[config.mk]
export PLATFORM = sky130hd
export DESIGN_NAME = mem_fill_fsm
export DESIGN_NICKNAME = d
export VERILOG_FILES = /design/src/rtl/mem_fill_fsm.sv
export SDC_FILE = /design/constraint.sdc
export NUM_CORES = 1
export LEC_CHECK = 0
export CAP_MARGIN = 10
export CELL_PAD_IN_SITES_DETAIL_PLACEMENT = 1
export CELL_PAD_IN_SITES_GLOBAL_PLACEMENT = 2
export CORE_MARGIN = 1
export CORE_UTILIZATION = 30
export DETAILED_ROUTE_END_ITERATION = 8
export PLACE_DENSITY_LB_ADDON = 0.1
export SLEW_MARGIN = 20
export SYNTH_ARGS = -nofsm -noshare
export SYNTH_HDL_FRONTEND = slang
export SYNTH_SLANG_ARGS = --single-unit
[constraint.sdc]
create_clock -name clk -period 2.4 [get_ports clk]
set_input_delay 0.48 -clock clk [delete_from_list [all_inputs] [get_ports clk]]
set_output_delay 0.48 -clock clk [all_outputs]
set_load 0.01 [all_outputs]
[src/rtl/mem_fill_fsm.sv]
// mem_fill_fsm: walks an inclusive address range (wrapping through the top of
// the address space) and presents one write per address, using one of four
// data patterns. Each write advances only when the memory port grants it.
module mem_fill_fsm #(
    parameter int ADDR_W = 8,
    parameter int DATA_W = 8
) (
    input  logic              clk,
    input  logic              rst,
    input  logic              start,
    input  logic [1:0]        mode,
    input  logic [DATA_W-1:0] fill_val,
    input  logic [ADDR_W-1:0] start_addr,
    input  logic [ADDR_W-1:0] end_addr,
    input  logic              wr_grant,
    input  logic              abort,
    output logic              wr_en,
    output logic [ADDR_W-1:0] addr,
    output logic [DATA_W-1:0] wr_data,
    output logic              busy,
    output logic              fin_strobe
);

    localparam logic [1:0] ST_IDLE   = 2'b00;
    localparam logic [1:0] ST_UPDATE = 2'b01;
    localparam logic [1:0] ST_DONE   = 2'b10;

    localparam logic [1:0] MODE_IDENT = 2'b00;
    localparam logic [1:0] MODE_CONST = 2'b01;
    localparam logic [1:0] MODE_INV   = 2'b10;

    // Control state (reset)
    logic [1:0]        state_q,  state_d;
    logic [ADDR_W-1:0] addr_q,   addr_d;
    logic [ADDR_W:0]   index_q,  index_d;   // one extra bit so a full-depth count fits
    logic [1:0]        mode_q,   mode_d;

    // Latched operands (data only, loaded on every accepted start)
    logic [DATA_W-1:0] fill_val_q, fill_val_d;
    logic [ADDR_W-1:0] end_addr_q, end_addr_d;

    logic              wr_accept;

    // Pattern generator: identity is the address zero-extended or truncated to
    // DATA_W; ramp adds the write index to the seed modulo 2^DATA_W.
    function automatic logic [DATA_W-1:0] fill_data(
        input logic [1:0]        m,
        input logic [ADDR_W-1:0] a,
        input logic [ADDR_W:0]   idx,
        input logic [DATA_W-1:0] fv
    );
        logic [ADDR_W+DATA_W-1:0] a_ext;
        logic [ADDR_W+DATA_W:0]   i_ext;
        logic [DATA_W-1:0]        ident;
        a_ext = {{DATA_W{1'b0}}, a};
        i_ext = {{DATA_W{1'b0}}, idx};
        ident = a_ext[DATA_W-1:0];
        case (m)
            MODE_IDENT: fill_data = ident;
            MODE_CONST: fill_data = fv;
            MODE_INV:   fill_data = ~ident;
            default:    fill_data = fv + i_ext[DATA_W-1:0];
        endcase
    endfunction

    assign wr_accept = wr_en & wr_grant;

    // Next-state and datapath update: start in IDLE, advance on grant, abort wins over finish.
    always_comb begin
        state_d    = state_q;
        addr_d     = addr_q;
        index_d    = index_q;
        mode_d     = mode_q;
        fill_val_d = fill_val_q;
        end_addr_d = end_addr_q;
        case (state_q)
            ST_IDLE: begin
                if (start) begin
                    state_d    = ST_UPDATE;
                    mode_d     = mode;
                    fill_val_d = fill_val;
                    end_addr_d = end_addr;
                    addr_d     = start_addr;
                    index_d    = '0;
                end
            end
            ST_UPDATE: begin
                if (abort) begin
                    state_d = ST_IDLE;
                end else if (wr_accept) begin
                    if (addr_q == end_addr_q) begin
                        state_d = ST_DONE;
                    end else begin
                        addr_d  = addr_q + ADDR_W'(1);
                        index_d = index_q + (ADDR_W+1)'(1);
                    end
                end
            end
            ST_DONE: begin
                state_d = ST_IDLE;
            end
            default: begin
                state_d = ST_IDLE;
            end
        endcase
    end

    // Control registers with synchronous reset.
    always_ff @(posedge clk) begin
        if (rst) begin
            state_q <= ST_IDLE;
            addr_q  <= '0;
            index_q <= '0;
            mode_q  <= MODE_IDENT;
        end else begin
            state_q <= state_d;
            addr_q  <= addr_d;
            index_q <= index_d;
            mode_q  <= mode_d;
        end
    end

    // Operand registers; only meaningful after a start, so no reset needed.
    always_ff @(posedge clk) begin
        fill_val_q <= fill_val_d;
        end_addr_q <= end_addr_d;
    end

    // Outputs decoded straight from the registered state.
    always_comb begin
        wr_en      = (state_q == ST_UPDATE);
        busy       = (state_q == ST_UPDATE) || (state_q == ST_DONE);
        fin_strobe = (state_q == ST_DONE);
        addr       = addr_q;
        wr_data    = fill_data(mode_q, addr_q, index_q, fill_val_q);
    end

endmodule

### Word-level counts from Yosys, hierarchy flattened

Index checks and enable logic that the tools add are counted.

| operators by class | value |
|---|---|
| multiplexer cells | 16 |
| add/sub/neg operators | 3 |
| bitwise operators | 2 |
| eq/ne operators | 11 |
| reductions and logical operators | 7 |

Operator list:

| kind | number |
|---|---|
| $mux W9 | 4 |
| $mux W8 | 4 |
| $pmux W8 S3 | 1 |
| $pmux W9 S2 | 1 |
| $pmux W8 S2 | 1 |
| $add A9 B1 Y9 const B | 1 |
| $add A8 B1 Y8 const B | 1 |
| $add A8 B8 Y8 | 1 |
| $eq A8 B8 Y1 | 1 |
| $mux W2 | 4 |
| $not A8 Y8 | 1 |
| $ne A2 B2 Y1 const B | 3 |
| $ne A3 B2 Y1 const B | 2 |
| $reduce_and A5 Y1 | 1 |
| $eq A2 B1 Y1 const B | 2 |
| $eq A2 B2 Y1 const B | 2 |
| $logic_not A2 Y1 | 2 |
| $pmux W2 S2 | 1 |
| $reduce_and A3 Y1 | 1 |
| $ne A2 B1 Y1 const B | 1 |
| $reduce_and A2 Y1 | 1 |
| $reduce_bool A2 Y1 | 1 |
| $and A1 B1 Y1 | 1 |
| $logic_or A1 B1 Y1 | 1 |

| storage, ports and cells | value |
|---|---|
| output and inout port bits | 19 |
| register bits after elaboration | 37 |

### Longest topological paths before layout

| depth | value |
|---|---|
| depth in word-level cells | 5 |
| mapped depth | 9 |
| mapped depth without buffers | 9 |

### Worst setup path before layout

No wires, ideal clock.

| path | value |
|---|---|
| path kind | register to output |
| start | reg index_q[0] |
| end | out wr_data[4] |
| cell stages (with the launch flop) | 10 |
| path slack | 0.194 ns |
| buffers on the path | 0 |
| arrival | 1.726 ns |
| required time | 1.920 ns |
| cell sequence | dfxtp_1 ha_1 inv_1 fa_1 inv_1 a21o_1 a21oi_1 xor2_1 a21o_1 a21oi_1 |

| on the way | value |
|---|---|
| word-level cells in the longest chain between the ends | 2 |

Ends and longest elaborated chain:

| item | line | text |
|---|---|---|
| start, declared | 35 | `logic [ADDR_W:0] index_q, index_d;` |
| start signal, assigned | 118 | `index_q <= index_d;` |
| $add A8 B8 Y8 | 62 | `default: fill_data = fv + i_ext[DATA_W-1:0];` |
| $pmux W8 S3 | 58 | `case (m)` |
| end, declared | 19 | `output logic [DATA_W-1:0] wr_data,` |

Every way passes these cells.

### Worst setup path in the final report

| path | value |
|---|---|
| start | reg fill_val_q[1] |
| end | out wr_data[5] |

| on the way | value |
|---|---|
| word-level cells in the longest chain between the ends | 2 |

Ends and longest elaborated chain:

| item | line | text |
|---|---|---|
| start, declared | 39 | `logic [DATA_W-1:0] fill_val_q, fill_val_d;` |
| start signal, assigned | 125 | `fill_val_q <= fill_val_d;` |
| $add A8 B8 Y8 | 62 |  |
| $pmux W8 S3 | 58 |  |

Every way passes these cells.

==> impl_metrics.json <==
{
  "clkTransAtPathRegs_ns": 0.08,
  "place_hpwl_um": 5260,
  "drive_gt1_frac": 0.239,
  "maxCapViolations": 0,
  "critPathKind": "reg -> out",
  "finalNetCount": 371,
  "reg2reg_to": "index_q[3]$_SDFFE_PP0P_",
  "gp_congestion": 0.807,
  "synth_nets": 287,
  "portBuffers": 49,
  "core_area_mm2": 0.00694,
  "final_hold_viol_count": 0,
  "r2r_slack_ns": 0.35,
  "powerDensity_mw_per_mm2": 530,
  "post-place-ws_ns": -0.387,
  "routed_via_density": 4.84,
  "antenna_found_initial": 0,
  "yosysTopAreaCell": "edfxtp_1",
  "root_buffer": "clkbuf_8",
  "slew_violations": 0,
  "outcome": "finished, violations left",
  "rsz0062_at_grt": "yes",
  "hp-class": "reg -> reg",
  "htree_levels": 2,
  "r2r_cells": 9,
  "power_leakage_nw": 1.33,
  "synthCells": 242,
  "hold_start": "index_q[7]$_SDFFE_PP0P_",
  "r2r-start": "state_q[0]$_SDFFE_PP0P_",
  "yosysWarnings": 0,
  "cts_tree": "done",
  "max_slew.worst_pin.slew_ns": 0.439,
  "initialDrtViolationCount": 50,
  "grt_pass1_wl_um": 10700,
  "die-area_mm2": 0.00766,
  "synth_edf_count": 16,
  "die_y_um": 87.5,
  "postSynthAreaPerCell_um2": 9.06,
  "cts_buffer_depth": 2,
  "synth_ff_type": "dfxtp_1",
  "worst_setup_path_start_kind": "flip-flop",
  "min_period_over_period": 1.08,
  "yosys.area.top_type_share": 0.219,
  "grt-ovfl-total": 0,
  "num_antenna_cells": 0,
  "drt_wl_total_um": 6730,
  "numCtsBuffers": 5,
  "worst_slew_margin_rel": 0.706,
  "grt_usage": 0.190,
  "synth-seq-cells": 36,
  "whs_endpoint": "index_q[7]$_SDFFE_PP0P_",
  "hold_path_depth": 2,
  "finalPower_mw": 1.69,
  "crit_required_ns": 1.92,
  "num_vias": 2049,
  "start_util": 0.316,
  "drc_errors": 0,
  "crit_path_max_fanout": 2,
  "synth.distinct_cells": 43,
  "die_x_um": 87.5,
  "ant_nets": 0,
  "syn_to_final_growth_pct": 45.5,
  "clock-skew-final_ns": 0.00612,
  "clock-sinks": 36,
  "grt_pass1_vias": 2132,
  "cts_hold_buf": 0,
  "min_period_ns": 2.59,
  "ir_drop_mv": 0.245,
  "clock.fmax_ghz": 0.386,
  "ys_async_sr_fraction": 0,
  "violations": "setup timing",
  "synth-seq-area-share": 0.402,
  "setup_ws_ns": -0.193,
  "syn_area_mm2": 0.00219,
  "tns_ns": -0.911,
  "finalSetupViolCount": 6,
  "pin_count": 50,
  "synth.area.top_cells": "edfxtp_1, dfxtp_1, ha_1",
  "clk_latency_ns": 0.29,
  "end_kind": "output pin",
  "worst_ep_arrival_time_ns": 2.11,
  "row_count": 30,
  "grt_max_degree": 20,
  "wl_per_cell_um": 15.9,
  "drtPass1Iterations": 4
}
## area by class of cell
cell class | count | area (um2)
inverter | 10 | 37.5
tap | 96 | 120
clock inverter | 3 | 18.8
timing repair buffer | 90 | 763
fill | 798 | 3750
clock buffer | 5 | 68.8
multi-input combinational | 183 | 1300
sequential | 36 | 881
## cell families (layout without fill, tap and decap cells)
logic type      count (synthesis)  after routing  synth area share
simple gates                   82             82             0.185
compound gates                 61             61             0.174
flops                          36             36             0.402
buf+inv                        23            108            0.0445
xor+xnor                       15             15            0.0599
fa+ha+maj                      14             14            0.0833
mux                            11             11            0.0519
## report_power, final
group | switching (mW) | total, mW | internal, mW
Sequential | 0.0457 | 0.736 | 0.690
Combinational | 0.255 | 0.526 | 0.271
Clock | 0.228 | 0.430 | 0.202
Total | 0.528 | 1.69 | 1.16
## cell usage after synthesis, types with 2 or more instances
cell type / instances
mux2i_1: 8
a311oi_1: 3
or2_2: 3
xor2_1: 12
and2_1: 3
nand2_1: 25
a211oi_1: 8
ha_1: 13
buf_2: 2
inv_1: 10
dfxtp_1: 20
a31oi_1: 2
clkbuf_1: 7
xnor2_1: 3
nand4_1: 4
a21o_1: 5
o21ai_0: 11
or3_1: 3
o22ai_1: 2
edfxtp_1: 16
mux2_2: 3
buf_4: 2
nand2b_1: 8
nor2_1: 16
a21oi_1: 22
nor4_1: 2
nor2b_1: 8
nand3_1: 6
## placed cells by master (no fill, tap or decap), drive strengths merged, types with 11 or more instances in the layout
master         netlist  final
a21oi               22     22
buf                  5     48
clkdlybuf4s50        0     42
dfxtp               20     20
edfxtp              16     16
ha                  13     13
nand2               25     25
nor2                16     16
o21ai               11     11
xor2                12     12
## worst max path at each step
stage	depth (start not counted)	slack, ns	endpoint	start
after floorplan	9	0.19	wr_data[4]	index_q[0]$_SDFFE_PP0P_
after global placement	8	-0.36	wr_data[7]	fill_val_q[1]$_DFFE_PP_
after detailed placement	8	-0.39	wr_data[7]	fill_val_q[1]$_DFFE_PP_
final	9	-0.19	wr_data[5]	fill_val_q[1]$_DFFE_PP_
after global routing	10	-0.31	wr_data[6]	fill_val_q[0]$_DFFE_PP_
after CTS	9	-0.21	wr_data[5]	fill_val_q[1]$_DFFE_PP_
## routing by layer
layer	vias up	share of wire	wire [um]	track usage
li1	1025	-	-	-
met1	986	0.44	2990	0.227
met2	36	0.52	3530	0.353
met3	2	0.026	172	0.0313
met4	0	0.0059	40	0.0492
met5	-	0	0	0
## stage by stage
stage / cell area, um2 / hold WS (ns) / util / instances
6_report: 3190 / 0.542 / 0.459 / 423
5_1_grt: 3190 / 0.559 / 0.459 / 423
4_1_cts: 3170 / 0.554 / 0.456 / 422
3_5_place_dp: 3030 / 0.516 / 0.436 / 412
3_3_place_gp: 3030 / 0.506 / 0.436 / 412
2_1_floorplan: 2190 / 0.458 / - / 242
## worst max-delay path, cell delays in order (launching register included)
cell	delay [ns]
edfxtp_1	0.44
ha_4	0.24
a21oi_2	0.18
a2bb2oi_2	0.20
buf_4	0.14
nand2b_1	0.06
xnor2_1	0.12
a21o_1	0.17
a21oi_1	0.13
buf_2	0.14
## sequential cells by signal, summed over array words and instances, names as in the netlist
signal / flops
addr: 8
end_addr_q: 8
fill_val_q: 8
index_q: 8
mode_q: 2
state_q: 2
## timing repair
action | CTS | global route
gates resized for setup | 42 | 4
pin swaps | 10 | 9
endpoints found under the setup margin | 7 | 7
setup buffers | 2 | 1
No activity file was read; power rests on OpenSTA's default activity.
